## src/rtl/sd_cmd_arbiter.sv

```systemverilog
// Shares one SD command engine between software commands and Auto CMD12.
// Auto CMD12 wins arbitration, and a watchdog bounds the wait for a response.
module sd_cmd_arbiter #(
  parameter int unsigned WatchdogCycles = 4096
) (
  input  logic        clk_i,
  input  logic        rst_i,
  input  logic        sw_req_i,
  input  logic [5:0]  sw_cmd_index_i,
  input  logic [31:0] sw_argument_i,
  input  logic [1:0]  sw_rsp_type_i,
  input  logic        auto_req_i,
  output logic        cmd_valid_o,
  input  logic        cmd_ready_i,
  output logic [5:0]  cmd_index_o,
  output logic [31:0] cmd_argument_o,
  output logic [1:0]  cmd_rsp_type_o,
  input  logic        cmd_done_i,
  input  logic        rsp_done_i,
  input  logic        rsp_err_i,
  output logic        cmd_inhibit_o,
  output logic        auto_cmd12_active_o,
  output logic        sw_cmd_complete_o,
  output logic        sw_cmd_err_o,
  output logic        sw_req_dropped_o,
  output logic        auto_cmd12_done_o,
  output logic        auto_cmd12_err_o
);

  localparam int unsigned    WdW    = $clog2(WatchdogCycles);
  localparam logic [WdW-1:0] WdLast = WdW'(WatchdogCycles - 1);

  typedef enum logic [2:0] {
    S_IDLE,
    S_ISSUE,
    S_SENDING,
    S_WAIT_RSP,
    S_FINISH
  } state_e;

  typedef enum logic {
    OWN_SW,
    OWN_AUTO
  } owner_e;

  state_e         state_q, state_d;
  owner_e         owner_q, owner_d;
  logic           sw_pend_q, sw_pend_d;
  logic           auto_pend_q, auto_pend_d;
  logic           err_q, err_d;
  logic [WdW-1:0] wd_q, wd_d;
  logic [5:0]     cmd_index_q, cmd_index_d;
  logic [31:0]    cmd_arg_q, cmd_arg_d;
  logic [1:0]     cmd_rsp_q, cmd_rsp_d;

  logic [5:0]     sw_index_q;
  logic [31:0]    sw_arg_q;
  logic [1:0]     sw_rsp_q;

  logic           sw_accept;
  logic           auto_accept;
  logic           busy;

  assign busy                = (state_q != S_IDLE);
  assign cmd_inhibit_o       = sw_pend_q | (busy & (owner_q == OWN_SW));
  assign auto_cmd12_active_o = auto_pend_q | (busy & (owner_q == OWN_AUTO));
  assign sw_accept           = sw_req_i & ~cmd_inhibit_o;
  assign sw_req_dropped_o    = sw_req_i & cmd_inhibit_o;
  // A CMD12 already pending or in flight absorbs further requests.
  assign auto_accept         = auto_req_i & ~auto_pend_q & ~(busy & (owner_q == OWN_AUTO));

  assign cmd_index_o    = cmd_index_q;
  assign cmd_argument_o = cmd_arg_q;
  assign cmd_rsp_type_o = cmd_rsp_q;

  always_comb begin
    // NOTE: every signal written here gets a default first, so no path infers a latch.
    state_d           = state_q;
    owner_d           = owner_q;
    sw_pend_d         = sw_pend_q;
    auto_pend_d       = auto_pend_q;
    err_d             = err_q;
    wd_d              = '0;
    cmd_index_d       = cmd_index_q;
    cmd_arg_d         = cmd_arg_q;
    cmd_rsp_d         = cmd_rsp_q;
    cmd_valid_o       = 1'b0;
    sw_cmd_complete_o = 1'b0;
    sw_cmd_err_o      = 1'b0;
    auto_cmd12_done_o = 1'b0;
    auto_cmd12_err_o  = 1'b0;

    unique case (state_q)
      S_IDLE: begin
        if (auto_pend_q) begin
          owner_d     = OWN_AUTO;
          cmd_index_d = 6'd12;
          cmd_arg_d   = 32'd0;
          cmd_rsp_d   = 2'b11;
          auto_pend_d = 1'b0;
          state_d     = S_ISSUE;
        end else if (sw_pend_q) begin
          owner_d     = OWN_SW;
          cmd_index_d = sw_index_q;
          cmd_arg_d   = sw_arg_q;
          cmd_rsp_d   = sw_rsp_q;
          sw_pend_d   = 1'b0;
          state_d     = S_ISSUE;
        end
      end
      S_ISSUE: begin
        cmd_valid_o = 1'b1;
        if (cmd_ready_i) state_d = S_SENDING;
      end
      S_SENDING: begin
        if (cmd_done_i) state_d = (cmd_rsp_q == 2'b00) ? S_FINISH : S_WAIT_RSP;
      end
      S_WAIT_RSP: begin
        // A response on the terminal watchdog cycle still takes precedence.
        if (rsp_done_i) begin
          err_d   = rsp_err_i;
          state_d = S_FINISH;
        end else if (wd_q == WdLast) begin
          err_d   = 1'b1;
          state_d = S_FINISH;
        end else begin
          wd_d = wd_q + 1'b1;
        end
      end
      S_FINISH: begin
        if (owner_q == OWN_AUTO) begin
          auto_cmd12_done_o = 1'b1;
          auto_cmd12_err_o  = err_q;
        end else begin
          sw_cmd_complete_o = 1'b1;
          sw_cmd_err_o      = err_q;
        end
        err_d   = 1'b0;
        state_d = S_IDLE;
      end
      default: state_d = S_IDLE;
    endcase

    if (sw_accept)   sw_pend_d   = 1'b1;
    if (auto_accept) auto_pend_d = 1'b1;
  end

  always_ff @(posedge clk_i) begin
    if (rst_i) begin
      state_q     <= S_IDLE;
      owner_q     <= OWN_SW;
      sw_pend_q   <= 1'b0;
      auto_pend_q <= 1'b0;
      err_q       <= 1'b0;
      wd_q        <= '0;
      cmd_index_q <= '0;
      cmd_arg_q   <= '0;
      cmd_rsp_q   <= '0;
    end else begin
      // NOTE: non-blocking so every register samples pre-edge values regardless of order.
      state_q     <= state_d;
      owner_q     <= owner_d;
      sw_pend_q   <= sw_pend_d;
      auto_pend_q <= auto_pend_d;
      err_q       <= err_d;
      wd_q        <= wd_d;
      cmd_index_q <= cmd_index_d;
      cmd_arg_q   <= cmd_arg_d;
      cmd_rsp_q   <= cmd_rsp_d;
    end
  end

  // NOTE: the slot payload has no reset; sw_pend_q alone qualifies it.
  always_ff @(posedge clk_i) begin
    if (sw_accept) begin
      sw_index_q <= sw_cmd_index_i;
      sw_arg_q   <= sw_argument_i;
      sw_rsp_q   <= sw_rsp_type_i;
    end
  end

endmodule

```

## config.mk

```make
export PLATFORM = sky130hd
export DESIGN_NAME = sd_cmd_arbiter
export DESIGN_NICKNAME = d
export VERILOG_FILES = /design/src/rtl/sd_cmd_arbiter.sv
export SDC_FILE = /design/constraint.sdc
export NUM_CORES = 1
export LEC_CHECK = 0
export ABC_AREA = 1
export CAP_MARGIN = 5
export CORE_MARGIN = 4
export CORE_UTILIZATION = 48
export CTS_CLUSTER_DIAMETER = 30
export CTS_CLUSTER_SIZE = 16
export DETAILED_ROUTE_END_ITERATION = 7
export PLACE_DENSITY = 0.83
export SLEW_MARGIN = 25
export SYNTH_ARGS = -nofsm -noshare
export SYNTH_HDL_FRONTEND = slang
export SYNTH_SLANG_ARGS = --single-unit
```

## constraint.sdc

```tcl
create_clock -name clk_i -period 2.29 [get_ports clk_i]
set_input_delay 0.229 -clock clk_i [delete_from_list [all_inputs] [get_ports clk_i]]
set_output_delay 0.229 -clock clk_i [all_outputs]
set_load 0.02 [all_outputs]
```

==> out/qor.csv <==
metric,value,unit
ys_warn_count,0,
dp_cells,538,
max_freq,461,MHz
pwr_density_cell,1070,nW/µm²
synthCells,353,
worstPathArrival,1.94,ns
whs_endpoint,state_q[0],
vias_per_cell,4.93,
setup_violations,0,
syn-cell-area,3550,µm²
reg2reg_to,sw_arg_q[26],
p_seq_share,46.7,%
post_synth.cell_area_avg,10.1,µm²
portBuffers,95,
maxCapViolCount,0,
routed_wl,7760,µm
synth_nets,402,
die_width,94.0,µm
critical_path_class,flip-flop to output pin,
fin_area,4790,µm²
r2r_start,state_q[2],
nFillCells,557,
worstHoldStart,rst_i,
dpl_cell_area,4570,µm²
cts.sinks,99,
nets,499,
cp-start-kind,flip-flop,
clock_latency,0.35,ns
combPwrFrac,30.1,%
endpoint_kind,output pin,
hold_slack,0.245,ns
rows,31,
rsz0062_at_grt,no,
first_pass_iters,4,
p_switching,1670,µW
grt-ovfl-total,0,
grt_pass1_vias,2726,
vdd_drop_max,0.000693,V
finalWorstSetupSlack,0.119,ns
ant_nets,0,
ys_seq_area_share,67.1,%
post-route-drc-count,0,
h-tree-depth,3,
synth-edff-count,40,
drtIter0Drc,114,
final_max_slew_viol_count,0,
antenna_cells,0,
path_clk_slew,0.09,ns
min_delay_path_depth,4,
ctsHoldBuffers,0,
synth_cell_type_count,29,
cts_tree,done,
leakage,0.00169,µW
wl_per_cell,14.0,µm
coreArea,7210,µm²
clkPwrFrac,23.2,%
status,"finished, final reports clean",
cts_buffers,9,
antenna_found_initial,0,
cts_buffer_depth,2,
p_sw_share,32.4,%
hpwl,5460,µm
worst_r2r_path_depth,6,
postCtsResizedCells,0,
post-place-ws,0.492,ns
p_int,3480,µW
start_util,49.2,%
tns,0,ns
finalCritPeriodShare,94.8,%
syn2layout_area_growth,34.8,%
gp_congestion,0.794,
required,2.06,ns
fin_cells,554,
fin_crit,2.17,ns
hold_class,input port to flip-flop,
die_area,8840,µm²
relSlewSlack,58.6,%
drive_above_1_share,5.93,%
num_io_pins,96,
root_buffer,clkbuf_8,
async_reset_ff_share,0,%
dieHeight,94.0,µm
synth-seq-cells,99,
cts_setup_buffers,0,
synth_flop_cell,dfxtp_1,
grtUsageTotal,18.1,%
fin_skew,0.0121,ns
final_hold_viol_count,0,
vias,2729,
grt_max_degree,45,
grt_pass1_wl,12500,µm
worst_pin_slew,0.620,ns
r2r_slack,0.50,ns
cp_max_fo,5,
[area by class of cell]
class                      instances  area, µm²  area share, %
clock buffer                      11        131           2.74
clock inverter                     5       86.3           1.80
inverter                          22       83.8           1.75
multi-input combinational        220       1010           21.1
sequential                        99       2380           49.8
tap                               99        124           2.59
timing repair buffer              98        968           20.2
[routing by layer]
metal | track usage [%] | share of wire, % | up-vias
met2 | 30.8 | 51 | 91
met3 | 5.53 | 6.4 | 14
li1 | - | - | 1349
met1 | 21.9 | 41 | 1275
met5 | 0 | 0 | -
met4 | 5.90 | 1.6 | 0
[flip-flops by register name (all words and copies together) (netlist names)]
register and count:
sw_arg_q 32, auto_pend_q 1, err_q 1, state_q 3, owner_q 1, cmd_rsp_type_o 2
sw_pend_q 1, sw_index_q 6, cmd_argument_o 32, sw_rsp_q 2, cmd_index_o 6, wd_q 12
[synth_stat cells, drive strengths merged (2+ instances only)]
master	number	area [µm²]
nand2	103	397
dfxtp	59	1180
a21oi	46	230
edfxtp	40	1200
nor2	36	159
inv	21	78.8
nand3	11	55.1
buf	8	57.6
o21ai	5	25.0
clkbuf	4	15.0
xnor2	4	35.0
nor3	3	20.0
o22ai	3	18.8
nand3b	2	15.0
xor2	2	17.5
[metrics by stage]
stage / power [µW] / util (%)
floorplan: 3370 / -
global placement: 3940 / 63.4
detailed placement: 4000 / 63.4
CTS: 5190 / 66.4
global route: 5430 / 66.4
finish: 5150 / 66.4
[logic make-up after synthesis]
kind of cell / Yosys count / synth area share [%]
simple gates: 158 / 18.7
flops: 99 / 67.1
compound gates: 55 / 7.93
buf+inv: 34 / 4.40
xor+xnor: 6 / 1.48
fa+ha+maj: 1 / 0.352
[power by group through the flow]
| stage | registers [µW] | clock network (µW) | logic (µW) |
|---|---|---|---|
| finish | 2400 | 1190 | 1550 |
| global route | 2440 | 1290 | 1690 |
| CTS | 2400 | 1210 | 1570 |
| detailed placement | 2440 | 0 | 1560 |
| global placement | 2430 | 0 | 1510 |
| floorplan | 2600 | 0 | 767 |
[worst max-delay path, cell delays in order (launching register included)]
cell             delay (ns)
dfxtp_1                0.37
nor2_4                 0.19
nand2_4                0.10
a21oi_1                0.27
nor2_1                 0.09
clkdlybuf4s50_1        0.57
[how the worst max path moves through the flow]
stage	cells after the start	end	from
after floorplan	5	sw_arg_q[0]	state_q[2]
after global placement	5	sw_req_dropped_o	state_q[2]
after detailed placement	5	sw_req_dropped_o	state_q[2]
after CTS	5	sw_req_dropped_o	state_q[2]
after global routing	5	sw_req_dropped_o	state_q[2]
final	5	sw_req_dropped_o	state_q[2]
[cell usage in the layout (no fill, tap or decap)]
cell type and n:
inv_6 1, nor2_1 34, nand3_1 11, nand2_1 101
bufinv_16 2, nand2_4 1, clkdlybuf4s50_1 94, clkbuf_8 9
edfxtp_1 40, clkinv_4 2, clkbuf_1 2, xor2_1 2
a21oi_1 46, o22ai_1 3, xnor2_1 4, nor3_1 2
nor2_8 1, nor3b_1 1, buf_4 3, nand2_2 1
nand3b_1 2, o21ai_0 5, or2_2 1, nand4_1 1
nor2_4 1, inv_1 19, nor3_2 1, inv_2 2
ha_1 1, buf_2 1, dfxtp_1 59, clkinv_2 1
o211ai_1 1
(Power assumes the default switching activity.)
